===== config.mk =====
export PLATFORM = sky130hd
export DESIGN_NAME = fpmul_normalize
export DESIGN_NICKNAME = d
export VERILOG_FILES = /design/src/rtl/fp_pkg.sv /design/src/rtl/fp_round_rne.sv /design/src/rtl/fpmul_normalize.sv
export SDC_FILE = /design/constraint.sdc
export NUM_CORES = 1
export LEC_CHECK = 0
export CORE_ASPECT_RATIO = 1.25
export CORE_MARGIN = 5
export CORE_UTILIZATION = 35
export CTS_CLUSTER_DIAMETER = 30
export DETAILED_ROUTE_END_ITERATION = 8
export PLACE_DENSITY = 0.56
export SLEW_MARGIN = 20
export SYNTH_ARGS = -nofsm -noshare
export SYNTH_HDL_FRONTEND = slang
export SYNTH_HIERARCHICAL = 1
export SYNTH_SLANG_ARGS = --single-unit

===== constraint.sdc =====
create_clock -name clk -period 8.2 [get_ports clk]
set_input_delay 1.64 -clock clk [delete_from_list [all_inputs] [get_ports clk]]
set_output_delay 1.64 -clock clk [all_outputs]
set_load 0.01 [all_outputs]

===== src/rtl/fp_pkg.sv =====
// Shared floating-point definitions: FSM states, derived widths and IEEE-754
// special-value bit patterns parameterised by exponent/fraction width.
package fp_pkg;

   typedef enum logic [1:0] {IDLE, NORM, ROUND, DONE} state_e;

   function automatic int ext_man_bit(input int man_bit);
      return 2 * man_bit + 2;
   endfunction

   function automatic int exp_bias(input int exp_bit);
      return (1 << (exp_bit - 1)) - 1;
   endfunction

   // Patterns are returned right-aligned in 64 bits; callers slice N_BIT-1 bits.
   function automatic logic [63:0] inf_bits(input int exp_bit, input int man_bit);
      return ((64'd1 << exp_bit) - 64'd1) << man_bit;
   endfunction

   function automatic logic [63:0] qnan_bits(input int exp_bit, input int man_bit);
      return inf_bits(exp_bit, man_bit) | (64'd1 << (man_bit - 1));
   endfunction

endpackage


===== src/rtl/fp_round_rne.sv =====
// Round-to-nearest-even increment of a mantissa given its guard and sticky bits.
module fp_round_rne #(
   parameter int MAN_BIT = 23
) (
   input  logic [MAN_BIT:0] m_in,
   input  logic             guard,
   input  logic             st,
   output logic [MAN_BIT:0] m_out,
   output logic             carry
);

   logic inc;

   always_comb begin
      // A tie (guard set, nothing below) rounds only when it makes the LSB even.
      inc            = guard & (st | m_in[0]);
      {carry, m_out} = {1'b0, m_in} + {{(MAN_BIT + 1){1'b0}}, inc};
   end

endmodule


===== src/rtl/fpmul_normalize.sv =====
// Normalize-and-round stage after the FP multiplier: one shift per cycle,
// RNE rounding, single-entry output held under a valid/ready handshake.
module fpmul_normalize
   import fp_pkg::*;
#(
   parameter int LOG_BIT = 5,
   parameter int EXP_BIT = 8,
   parameter int N_BIT   = 1 << LOG_BIT,
   parameter int MAN_BIT = N_BIT - EXP_BIT - 1,
   localparam int EXT_MAN_BIT = ext_man_bit(MAN_BIT)
) (
   input  logic                   clk,
   input  logic                   rst_n,
   input  logic                   in_valid,
   output logic                   in_ready,
   input  logic                   in_sign,
   input  logic [EXP_BIT+1:0]     in_exp,
   input  logic [EXT_MAN_BIT-1:0] in_prod,
   input  logic                   in_nan,
   input  logic                   in_inf,
   output logic                   out_valid,
   input  logic                   out_ready,
   output logic [N_BIT-1:0]       out,
   output logic                   out_ovf,
   output logic                   out_unf,
   output logic                   out_inexact
);

   localparam int EXT = EXT_MAN_BIT;
   localparam logic [63:0] INF_W  = inf_bits(EXP_BIT, MAN_BIT);
   localparam logic [63:0] QNAN_W = qnan_bits(EXP_BIT, MAN_BIT);
   localparam logic signed [EXP_BIT+1:0] E_ZERO = (EXP_BIT + 2)'(0);
   localparam logic signed [EXP_BIT+1:0] E_ONE  = (EXP_BIT + 2)'(1);
   localparam logic signed [EXP_BIT+1:0] E_MAX  = (EXP_BIT + 2)'((1 << EXP_BIT) - 1);

   state_e                    state_q, state_d;
   logic [EXT-1:0]            p_q, p_d;
   logic signed [EXP_BIT+1:0] e_q, e_d;
   logic                      s_q, s_d;
   logic                      sticky_q, sticky_d;
   logic [N_BIT-1:0]          out_q, out_d;
   logic                      ovf_q, ovf_d;
   logic                      unf_q, unf_d;
   logic                      inx_q, inx_d;

   logic [MAN_BIT:0]          m_pre, m_rnd, m_fin;
   logic                      guard, st, carry;
   logic signed [EXP_BIT+1:0] e_rnd;
   logic [EXT-1:0]            p_shr;

   assign m_pre = p_q[EXT-2 -: MAN_BIT + 1];
   assign guard = p_q[MAN_BIT-1];
   assign st    = sticky_q | (|p_q[MAN_BIT-2:0]);

   fp_round_rne #(.MAN_BIT(MAN_BIT)) u_round (
      .m_in  (m_pre),
      .guard (guard),
      .st    (st),
      .m_out (m_rnd),
      .carry (carry)
   );

   always_comb begin
      state_d  = state_q;
      p_d      = p_q;
      e_d      = e_q;
      s_d      = s_q;
      sticky_d = sticky_q;
      out_d    = out_q;
      ovf_d    = ovf_q;
      unf_d    = unf_q;
      inx_d    = inx_q;
      p_shr    = p_q >> 1;
      // Mantissa overflow from rounding renormalises to 1.000... with E+1.
      m_fin    = carry ? {1'b1, {MAN_BIT{1'b0}}} : m_rnd;
      e_rnd    = e_q + (carry ? E_ONE : E_ZERO);

      case (state_q)
         IDLE: begin
            if (in_valid) begin
               p_d      = in_prod;
               e_d      = $signed(in_exp);
               s_d      = in_sign;
               sticky_d = 1'b0;
               ovf_d    = 1'b0;
               unf_d    = 1'b0;
               inx_d    = 1'b0;
               if (in_nan) begin
                  out_d   = {in_sign, QNAN_W[N_BIT-2:0]};
                  state_d = DONE;
               end else if (in_inf) begin
                  out_d   = {in_sign, INF_W[N_BIT-2:0]};
                  state_d = DONE;
               end else if (in_prod == '0) begin
                  out_d   = {in_sign, {(N_BIT - 1){1'b0}}};
                  state_d = DONE;
               end else begin
                  state_d = NORM;
               end
            end
         end
         NORM: begin
            if (p_q[EXT-1] || (e_q < E_ONE)) begin
               // Once everything has been shifted out, pin E so the loop ends.
               p_d      = p_shr;
               sticky_d = sticky_q | p_q[0];
               e_d      = (p_shr == '0) ? E_ONE : e_q + E_ONE;
            end else if (!p_q[EXT-2] && (e_q > E_ONE)) begin
               p_d = p_q << 1;
               e_d = e_q - E_ONE;
            end else begin
               state_d = ROUND;
            end
         end
         ROUND: begin
            if (e_rnd >= E_MAX) begin
               out_d = {s_q, INF_W[N_BIT-2:0]};
               ovf_d = 1'b1;
               unf_d = 1'b0;
               inx_d = 1'b1;
            end else begin
               out_d = {s_q, (m_fin[MAN_BIT] ? e_rnd[EXP_BIT-1:0] : {EXP_BIT{1'b0}}),
                        m_fin[MAN_BIT-1:0]};
               ovf_d = 1'b0;
               inx_d = guard | st;
               unf_d = (guard | st) & ~p_q[EXT-2];
            end
            state_d = DONE;
         end
         DONE: begin
            if (out_ready) state_d = IDLE;
         end
         default: state_d = IDLE;
      endcase
   end

   always_ff @(posedge clk or negedge rst_n) begin
      if (!rst_n) begin
         state_q <= IDLE;
         out_q   <= '0;
         ovf_q   <= 1'b0;
         unf_q   <= 1'b0;
         inx_q   <= 1'b0;
      end else begin
         state_q <= state_d;
         out_q   <= out_d;
         ovf_q   <= ovf_d;
         unf_q   <= unf_d;
         inx_q   <= inx_d;
      end
   end

   // Working registers are always reloaded on acceptance, so they need no reset.
   always_ff @(posedge clk) begin
      p_q      <= p_d;
      e_q      <= e_d;
      s_q      <= s_d;
      sticky_q <= sticky_d;
   end

   assign in_ready    = (state_q == IDLE);
   assign out_valid   = (state_q == DONE);
   assign out         = out_q;
   assign out_ovf     = ovf_q;
   assign out_unf     = unf_q;
   assign out_inexact = inx_q;

endmodule


Word-level counts from Yosys, hierarchy flattened
Cells that the tools add are included.
- order comparisons: 3
- reduce and logical (&&, ||, !) cells: 15
- add/subtract/negate cells: 4
- equality and inequality tests: 10
- multiplexer cells: 35
- bitwise gates (word level): 7
- operator list (operator ; count):
    48-bit two-way mux ; 3
    32-bit two-way mux ; 4
    48-bit zero test ; 2
    48-bit case mux with 2 select lines ; 1
    32-bit case mux with 2 select lines ; 1
    10-bit two-way mux ; 4
    31-bit two-way mux ; 1
    24-bit by 1-bit adder with 25-bit output ; 1
    24-bit two-way mux ; 1
    22-bit OR reduction ; 1
    10-bit case mux with 2 select lines ; 1
    2-bit two-way mux ; 7
    10-bit by 2-bit adder with 10-bit output ; 1
    10-bit by 2-bit adder with 10-bit output, second input constant ; 1
    10-bit by 9-bit >= comparator with 1-bit output, second input constant ; 1
    10-bit by 2-bit > comparator with 1-bit output, second input constant ; 1
    10-bit by 2-bit < comparator with 1-bit output, second input constant ; 1
    10-bit by 2-bit subtractor with 10-bit output, second input constant ; 1
    3-bit AND reduction ; 3
    8-bit two-way mux ; 1
    2-bit inequality test, second input constant ; 4
    1-bit case mux with 2 select lines ; 4
    2-bit case mux with 4 select lines ; 1
    1-bit two-way mux ; 6
    other kinds (15) ; 22
- word-level logic and storage cells: 83
- register bits after elaboration: 97
- bits of input ports: 65

Depth between registers and ports, before layout
- depth after elaboration: 10
- depth in mapped cells: 19
- mapped depth without buffers: 18

Cells and area by module
The synthesis kept the hierarchy.
- by module, submodules not included (module ; area each (um2) ; cells an instance ; instances ; sequential area each (um2)):
    fpmul_normalize ; 5472.7 ; 568 ; 1 ; 2727.6
    fp_round_rne ; 461.7 ; 65 ; 1 ; 0.0

Least setup slack after synthesis
OpenSTA, ideal clock, no wires.
- path type: input to register
- from: input in_valid
- to: register e_q[0] (enable)
- cell stages on the path: 3
- path buffers: 0
- required time: 7707 ps
- setup time: 493 ps
- arrival: 4713 ps
- path slack: 2994 ps
- cells stage by stage: nor2b_1 > o21bai_1 > a21oi_1
- longest elaborated chain between the ends: 2
- ends and longest elaborated chain (what ; line ; source):
    start, declared ; fpmul_normalize.sv:14 ; input logic in_valid,
    2-bit inequality test (no source line) ; - ;
    3-bit AND reduction (no source line) ; - ;
    end signal, assigned ; fpmul_normalize.sv:156 ; e_q <= e_d;
    end, declared ; fpmul_normalize.sv:38 ; logic signed [EXP_BIT+1:0] e_q, e_d;
No other way between the ends.
A chain may end at the register's enable or synchronous reset.

Worst setup path in the final report
- from: register p_q[14]
- to: register out_q[3] (netlist: out[3])
- longest elaborated chain between the ends: 10
- elaborated cells on any way between the ends: 11
- those cells by class: add/sub: 2; order compare: 1; mux: 4; bitwise: 3; reduce/logical: 1
- ends and longest elaborated chain (what ; line ; source):
    start, declared ; fpmul_normalize.sv:37 ; logic [EXT-1:0] p_q, p_d;
    start signal, assigned ; fpmul_normalize.sv:155 ; p_q <= p_d;
    22-bit OR reduction * ; fpmul_normalize.sv:53 ; assign st = sticky_q | (|p_q[MAN_BIT-2:0]);
    1-bit OR * ; fpmul_normalize.sv:53 ;
    net st ; fpmul_normalize.sv:47 ; logic guard, st, carry;
    1-bit OR * ; fp_round_rne.sv:16 ; inc = guard & (st | m_in[0]);
    1-bit bitwise AND * ; fp_round_rne.sv:16 ;
    24-bit by 1-bit adder with 25-bit output * ; fp_round_rne.sv:17 ; {carry, m_out} = {1'b0, m_in} + {{(MAN_BIT + 1){1'b0}}, inc};
    net carry ; fpmul_normalize.sv:47 ;
    1-bit two-way mux ; fpmul_normalize.sv:76 ; e_rnd = e_q + (carry ? E_ONE : E_ZERO);
    10-bit by 2-bit adder with 10-bit output ; fpmul_normalize.sv:76 ;
    10-bit by 9-bit >= comparator with 1-bit output ; fpmul_normalize.sv:116 ; if (e_rnd >= E_MAX) begin
    31-bit two-way mux * ; fpmul_normalize.sv:116 ;
    32-bit case mux with 2 select lines * ; fpmul_normalize.sv:78 ; case (state_q)
    end signal, assigned ; fpmul_normalize.sv:146 ; out_q <= out_d;
    end, declared ; fpmul_normalize.sv:41 ; logic [N_BIT-1:0] out_q, out_d;
Mark *: on every way through the listed nets, which the timed path passes. The rest lies on a longest branch.

==> results_dict.tcl <==
set metrics [dict create \
    outcome "finished, final reports clean" \
    ys.warnings.count 6 \
    postSynth.asyncResetShare_pct 38.14 \
    timing.final.crit_period_ps 4850 \
    design_area_sq_mm 0.007413 \
    ctsLongestPathBuffers 2 \
    boundaryPins 102 \
    overflow 0 \
    nets 790 \
    chipHeight_um 155.6 \
    syn-cell-area_sq_mm 0.005934 \
    worst_hold_path_type "reg -> reg" \
    maximum_operating_frequency_mhz 206.2 \
    pin_count_of_the_biggest_net_entering_global_routing 122 \
    worstReg2RegStart "p_q[14]$_DFFE_PP_" \
    detail_route.vias_per_cell 5.311 \
    synthCells 633 \
    post-cts-setup-buffers 0 \
    synth_compound_area_share_pct 14.29 \
    clk_transition_reported_paths_ps 70 \
    fp.dieW_um 126.5 \
    synth.net_count 709 \
    overall_global_routing_resource_usage_pct 15.85 \
    std_cell_rows 53 \
    buffer_ports.inserted 101 \
    timing.clock.skew_ps 9.026 \
    number_of_antenna_violations_at_the_first_check_in_global_routing 0 \
    power_per_cell_area_mw_per_mm2 392.2 \
    max_slew.worst_pin.slew_ps 836.5 \
    antenna_cells_inserted 0 \
    worstPathMaxFanout 23 \
    cts_resized 0 \
    power_mw 2.908 \
    worst_skew_pair.late_latency_ps 340 \
    post_route_cells_drive_above_1_share_pct 4.590 \
    r2r-end "out[3]$_DFFE_PN0P_" \
    route.detailed.drc 0 \
    grt_pass1_wl_um 25520 \
    synth.area.top_cells "edfxtp_1 (30%), dfrtp_1 (16%), mux2i_1 (8.1%), a21oi_1 (5.3%), nor2_1 (5.1%)" \
    timing.max_slew.rel_slack_pct 44.23 \
    timing.final.crit_share_pct 59.15 \
    netlist-cell-type-count 54 \
    ys_dominant_reg_cell "edfxtp_1" \
    synth_area_leader_cell "edfxtp_1" \
    drt_wl_total_um 15630 \
    number_of_flops_mapped_to_enable_cells_by_yosys 60 \
    setup-violations-final 0 \
    holdBufCountCts 0 \
    timing_hold_violations_final 0 \
    cts.htree.levels 3 \
    combinational_family_with_the_most_area_after_synthesis "simple AND/OR/NAND/NOR gates" \
    r2r_slack_ps 3350 \
    worst_setup_path_endpoint "out[3]$_DFFE_PN0P_" \
    timing.max_cap.violations 0 \
    syn_avg_cell_area_sq_um 9.375 \
    floorplan_core_area_sq_mm 0.01678 \
    drt_pre_antenna_iters 5 \
    critical_path_required_ps 8390 \
    drt_first_iter_violations 355 \
    dpl.hpwl_um 11750 \
    synth_seq_area_share_pct 45.96 \
    reg2regPathDepth 19 \
    muxShareOfSynthArea_pct 8.096 \
    area_growth_pct 24.92 \
    tns_ps 0 \
    synth_fa_ha_area_share_pct 2.319 \
    slew_violations 0 \
    via_count 4987 \
    max-vdd-ir-drop_mv 0.2431 \
    startpoint_type_of_the_worst_setup_path "flip-flop" \
    timing.critical_path.to_type "flip-flop" \
    wl_per_cell_um 16.65 \
    gp_routability_congestion 0.8712 \
    yosys_register_bits 97 \
    critPathLaunch "p_q[14]$_DFFE_PP_" \
    cts_buffers 9 \
    yosys.area_share.simple_pct 20.51 \
    clock_tree_from_tritoncts "built" \
    grt_setup_unrepaired "no" \
    detail-route-antenna-nets 0 \
    die_area_sq_mm 0.01968 \
    effective_utilization_at_floorplan_pct 35.37 \
    cts_num_sinks 97 \
    synth-xor-area-share_pct 5.166 \
    power_leakage_nw 2.886 \
    post-synth-top-area-fraction_pct 30.36 \
    ctsRootBufferMaster "clkbuf_16" \
    first_global_vias 4938 \
    data_arrival_time_of_the_critical_path_ps 5040 \
    postPlaceCellArea_sq_mm 0.007106 \
    setup.worst_path.class "reg -> reg" \
]
sequential cells by signal (all words and copies together), names as in the netlist:
signal / count
e_q: 10
out: 32
out_inexact: 1
out_ovf: 1
out_unf: 1
p_q: 48
s_q: 1
state_q: 2
sticky_q: 1
routing by layer:
layer	up-vias	wire (um)	global-route usage [%]
met5	-	0	0
met3	15	719	2.774
met2	124	7639	26.51
met1	2364	7059	21.26
li1	2484	-	-
met4	0	214	4.343
cells in the final DEF (no fill, tap or decap), types with 3 or more instances in the layout:
master,count
clkdlybuf4s50_1,100
nand3_1,21
nor2_1,80
and2_1,4
o21a_1,3
edfxtp_1,60
or3_1,7
nand4_1,17
clkbuf_16,9
nor3_1,4
mux2i_1,48
inv_1,12
a31oi_1,5
nand2_1,77
and3_1,4
xor2_1,10
xnor2_1,25
ha_1,10
a221o_1,8
o211ai_1,3
a21oi_1,62
buf_4,4
dfrtp_1,37
o21ai_0,38
nor4_1,24
area by class of cell:
cell class	instances	area, sq um
Fill cell	1630	9364
Multi-Input combinational cell	488	3015
Sequential cell	97	2728
Timing Repair Buffer	106	1047
Tap cell	220	275.3
Clock buffer	10	229.0
Clock inverter	6	73.82
Inverter	12	45.04
how the worst min path moves through the flow:
stage,from,end,cells past startpoint
3_5_place_dp,out[31]$_DFFE_PN0P_,out[31]$_DFFE_PN0P_,2
2_1_floorplan,s_q$_DFFE_PP_,out[31]$_DFFE_PN0P_,2
5_1_grt,out[16]$_DFFE_PN0P_,out[16]$_DFFE_PN0P_,2
6_report,out[31]$_DFFE_PN0P_,out[31]$_DFFE_PN0P_,2
3_3_place_gp,out[31]$_DFFE_PN0P_,out[31]$_DFFE_PN0P_,2
4_1_cts,out[31]$_DFFE_PN0P_,out[31]$_DFFE_PN0P_,2
Yosys cell counts (all sizes together), types with 7 or more instances:
library cell,number
a21oi,63
nor2,80
clkbuf,22
or3,7
nor4,25
o21ai,40
inv,12
buf,14
nand2,77
nand4,18
xor2,10
ha,11
nand3,21
edfxtp,60
mux2i,48
dfrtp,37
xnor2,25
a221o,8
per-stage QoR:
step	std cells	hold WS, ps	util [%]	setup WS (ps)
2_1_floorplan	633	508.1	-	2994
3_3_place_gp	923	468.5	42.35	3458
3_5_place_dp	923	470.5	42.35	3274
4_1_cts	939	485.7	44.16	3279
5_1_grt	939	526.9	44.19	2837
6_report	939	480.5	44.19	3350
critical path: stages, from the launching register on:
cell,delay (ps)
edfxtp_1,380
nor4_1,80
and3_1,190
nand4_1,90
or3_1,110
o21a_1,130
ha_1,190
ha_1,230
nand4_2,170
nor4_4,410
and4_1,330
ha_1,220
ha_1,220
nand3_1,140
or3_1,360
a2111oi_0,400
o211ai_1,120
buf_4,180
nand3b_1,530
o21ai_0,210
power breakdown:
group	leakage [nW]	internal (mW)	switching, mW
logic	1.69	0.563	0.751
registers	1.05	0.853	0.305
clock network	0.142	0.241	0.194
total	2.89	1.66	1.25
cells by family after synthesis:
| logic type | after synthesis |
|---|---|
| simple gates | 254 |
| compound gates | 140 |
| flops | 97 |
| buf+inv | 48 |
| mux | 48 |
| xor+xnor | 35 |
| fa+ha+maj | 11 |
(Power assumes the default switching activity.)
